## config.mk

```make
export PLATFORM = sky130hd
export DESIGN_NAME = lc3b_mem_ctrl
export DESIGN_NICKNAME = d
export VERILOG_FILES = /design/src/rtl/lc3b_mem_ctrl.sv
export SDC_FILE = /design/constraint.sdc
export NUM_CORES = 1
export LEC_CHECK = 0
export ABC_AREA = 1
export BUFFER_PORTS_ARGS = -buffer_cell sky130_fd_sc_hd__buf_4
export CORE_MARGIN = 5
export CORE_UTILIZATION = 50
export DETAILED_ROUTE_END_ITERATION = 16
export HOLD_SLACK_MARGIN = 0.03
export PLACE_DENSITY = 0.89
export SYNTH_ARGS = -nofsm -noshare
export SYNTH_HDL_FRONTEND = slang
export SYNTH_SLANG_ARGS = --single-unit
```

## constraint.sdc

```tcl
create_clock -name clk -period 3.98 [get_ports clk]
set_input_delay 0.597 -clock clk [delete_from_list [all_inputs] [get_ports clk]]
set_output_delay 0.597 -clock clk [all_outputs]
set_load 0.1 [all_outputs]
```

## src/rtl/lc3b_mem_ctrl.sv

```systemverilog
// LC-3b memory access controller: bridges MAR/MDR to a variable-latency word SRAM,
// steering byte lanes, sign-extending byte reads and pulsing r on completion or abort.
module lc3b_mem_ctrl #(
  parameter int TIMEOUT = 15
) (
  input  logic        clk,
  input  logic        reset,
  input  logic        mio_en,
  input  logic        r_w,
  input  logic        data_size,
  input  logic [15:0] mar,
  input  logic [15:0] mdr,
  output logic        r,
  output logic [15:0] rd_data,
  output logic        unaligned,
  output logic        bus_err,
  output logic        mem_req,
  output logic [14:0] mem_addr,
  output logic [1:0]  mem_be,
  output logic        mem_we,
  output logic [15:0] mem_wdata,
  input  logic        mem_ack,
  input  logic [15:0] mem_rdata
);

  localparam int CW = (TIMEOUT > 2) ? $clog2(TIMEOUT) : 1;
  localparam logic [CW-1:0] TMO_LAST = CW'(TIMEOUT - 1);

  typedef enum logic [1:0] {IDLE, ACCESS, DONE} state_t;

  state_t        state, state_nx;
  logic [CW-1:0] cnt;
  logic          word_q, lane_q, ua_p, err_p;
  logic          is_ua, tmo;
  logic [7:0]    rbyte;

  assign is_ua = data_size & mar[0];
  assign tmo   = (cnt == TMO_LAST);
  assign rbyte = lane_q ? mem_rdata[15:8] : mem_rdata[7:0];

  always_comb begin
    state_nx = state;
    case (state)
      IDLE:    if (mio_en) state_nx = is_ua ? DONE : ACCESS;
      ACCESS:  if (mem_ack || tmo) state_nx = DONE;
      DONE:    state_nx = IDLE;
      default: state_nx = IDLE;
    endcase
  end

  always_ff @(posedge clk or posedge reset) begin
    if (reset) begin
      state     <= IDLE;
      r         <= 1'b0;
      unaligned <= 1'b0;
      bus_err   <= 1'b0;
      mem_req   <= 1'b0;
      mem_we    <= 1'b0;
      mem_be    <= 2'b00;
      mem_addr  <= '0;
      mem_wdata <= '0;
      rd_data   <= '0;
      cnt       <= '0;
      word_q    <= 1'b0;
      lane_q    <= 1'b0;
      ua_p      <= 1'b0;
      err_p     <= 1'b0;
    end else begin
      state     <= state_nx;
      r         <= 1'b0;
      unaligned <= 1'b0;
      bus_err   <= 1'b0;
      case (state)
        IDLE: if (mio_en) begin
          ua_p  <= is_ua;
          err_p <= 1'b0;
          if (!is_ua) begin
            mem_addr <= mar[15:1];
            mem_we   <= r_w;
            mem_req  <= 1'b1;
            cnt      <= '0;
            word_q   <= data_size;
            lane_q   <= mar[0];
            // Byte writes replicate the byte on both lanes; the enables pick one.
            if (r_w) mem_wdata <= data_size ? mdr : {mdr[7:0], mdr[7:0]};
            mem_be <= (r_w && !data_size) ? (mar[0] ? 2'b10 : 2'b01) : 2'b11;
          end
        end
        ACCESS: begin
          if (mem_ack) begin
            mem_req <= 1'b0;
            if (!mem_we) rd_data <= word_q ? mem_rdata : {{8{rbyte[7]}}, rbyte};
          end else if (tmo) begin
            mem_req <= 1'b0;
            err_p   <= 1'b1;
          end else begin
            cnt <= cnt + CW'(1);
          end
        end
        DONE: begin
          r         <= 1'b1;
          unaligned <= ua_p;
          bus_err   <= err_p;
        end
        default: ;
      endcase
    end
  end

endmodule

```

==> metrics <==
GPL Wtd Cong=0.847; Fill cells=approximately 460; first-pass GRT wire length=~12 mm; most frequent cells in the layout=nand2_1 (148), buf_4 (108), dfrtp_1 (64); Mapped Cells=roughly 340; vias per std cell=between 4 and 5; clk slew on worst S/H paths=about 70 ps; worst-margin pin slew=~860 ps; CTS sink cnt=64; H-Tree Depth=3; Residual DRC=0; Final Skew=approximately 5.2 ps; number of synthesized register bits=64; CTS resizes=0; Core Rows=27; critical path type=flop to flop; final setup vio count=0; TritonCTS clock tree=done; total track usage=between 20 and 25%; CP Cell Sequence=nor2_1, nand2_1, nor2_4, nand2_4, nand2_1, o21ai_2; Post-DP HPWL=roughly 5.4 mm; synth warn=0; diode count=0; post-synthesis sequential area ratio=a little under three fifths; CP endpoint kind=flop; setup TNS=0 ps; Crit Path Max Fanout=29; Critical Path Start Type=flop; Max-slew headroom=between 40% and 50%; antenna viol nets, final=0; Syn Nets=roughly 390; Buffers on Ports=107; delay of the slowest critical-path stage=~510 ps; First-pass DRT Iterations=5; Arr. time, crit path=2130 ps; multi-input logic area=between 0.001 and 0.0015 mm²; I/O pin count=108; nets=approximately 500; die height=85.9 µm; CP max-delay cell=nor2_4; Die Span X=85.9 µm; Period minus WS final=between 1500 and 2000 ps; Hold Crit Class=input port to asynchronous set/reset pin; CTS buffer count=9; Max Root-Sink Buffers=2; Max Fclk=~520 MHz; Post-CTS Setup Bufs=0; CP required=4200 ps; via count=~2500; MaxCap Viol Count=0; RSZ-0062 raised after global routing=no; Hold Buf Count CTS=0; Post-Route WL=~7.0 mm; Hold WS=about 450 ps; Synth cell types=26; clock latency on the worst-skew pair=around 330 ps; pre-CTS WS=1860 ps; Slew Viols, Final=0; GR Overflow Total=0; Initial Util=roughly half; final setup margin=a little over 2000 ps; fraction of the cycle the final worst path needs=48.1%; Die Area=approximately 0.0074 mm²; area grow syn2layout=33.1%; most frequent CP cell=nand2_1; largest net degree at the start of global routing=44; most common cell after layout, fill and taps aside=nand2_1; initial antenna violation count=0; vias in the first global route=2541; Mapped Area=approximately 0.0029 mm²; Root Driver=clkbuf_8; Sequential Area=0.00160 mm²; Avg WL per Cell=13.6 µm; Core ar.=0.00554 mm²; Synth Area per Inst=8.56 µm²; placed cells=503; outcome=finished clean; final-report hold violation count=0; Layout Cells excl Fill=slightly above 500; share of layout cells above drive strength 1=a little under a third; Iteration-0 DRC Markers=126
[cells in the mapped netlist]
| library cell | count | share of area (%) |
|---|---|---|
| buf_2 | 2 | 0.35 |
| o21ai_0 | 29 | 5.0 |
| buf_8 | 1 | 0.52 |
| o21ai_1 | 7 | 1.2 |
| nand2_4 | 1 | 0.39 |
| inv_2 | 2 | 0.26 |
| nor2_4 | 2 | 0.78 |
| xnor2_1 | 1 | 0.30 |
| nand2_1 | 148 | 19 |
| nor2_1 | 9 | 1.2 |
| nand3_4 | 1 | 0.61 |
| a21oi_1 | 2 | 0.35 |
| clkbuf_1 | 3 | 0.39 |
| buf_6 | 5 | 2.0 |
| inv_1 | 26 | 3.4 |
| ha_1 | 2 | 0.87 |
| nand3b_1 | 1 | 0.26 |
| nand3_1 | 10 | 1.7 |
| a21boi_0 | 1 | 0.26 |
| nand3_2 | 5 | 1.7 |
| dfrtp_1 | 64 | 56 |
| or2_2 | 5 | 1.1 |
| nor3_1 | 2 | 0.35 |
| buf_4 | 2 | 0.52 |
| o21ai_2 | 4 | 1.2 |
| nand4_1 | 1 | 0.22 |
[sequential cells by signal (all words and copies together), names as in the netlist]
signal and flops:
bus_err 1, cnt 4, err_p 1, lane_q 1
mem_addr 15, mem_be 2, mem_req 1, mem_wdata 16
mem_we 1, r 1, rd_data 16, state 2
ua_p 1, unaligned 1, word_q 1
[critical path: cells and delay by family, from the launching register on]
family | cells | cell delay, ps
simple gates | 5 | 1300
flops | 1 | 430
compound gates | 1 | 60
[area by class of cell]
type                    instances  area share [%]
repair buffers                108            21.2
multi-input cells             231            27.7
well taps                      72            2.35
flip-flops and latches         64            41.8
clock buffers                  12            4.05
inverters                      28            2.74
clock inverters                 1           0.131
[layer usage]
| metal | track usage, % | up-vias | routed length, µm | share of wire (%) |
|---|---|---|---|---|
| met3 | 7.97 | 8 | 691 | 9.8 |
| met5 | 0 | - | 0 | 0 |
| met4 | 7.34 | 0 | 99 | 1.4 |
| met2 | 32.9 | 102 | 3480 | 50 |
| met1 | 24.2 | 1175 | 2750 | 39 |
| li1 | - | 1259 | - | - |
[cell families after synthesis]
kind of cell    synth area share (%)
flops                           55.7
compound gates                  8.09
buf+inv                         7.39
fa+ha+maj                      0.870
simple gates                    27.7
xor+xnor                       0.305
[worst paths after layout]
path,from,end,slack (ps),cells past startpoint
max in group asynchronous,reset,rd_data[1]$_DFFE_PP0P_,2740,3
min reg2reg,rd_data[4]$_DFFE_PP0P_,rd_data[4]$_DFFE_PP0P_,480,2
max reg2reg,state[1]$_DFFE_PP0P_,mem_wdata[5]$_DFFE_PP0P_,2060,6
min in group clk,mar[7],mem_addr[6]$_DFFE_PP0P_,460,3
max,state[1]$_DFFE_PP0P_,mem_wdata[5]$_DFFE_PP0P_,2060,6
min,reset,mem_wdata[15]$_DFFE_PP0P_,450,2
[per-stage QoR]
step / instance area, µm² / util (%)
3_3_place_gp: 3670 / 66.2
3_5_place_dp: 3670 / 66.2
2_1_floorplan: 2880 / -
5_1_grt: 3830 / 69.1
6_report: 3830 / 69.1
4_1_cts: 3830 / 69.1
Power is not shown: default switching activity piles up to over one toggle a cycle in this logic, so the estimate is an artifact.
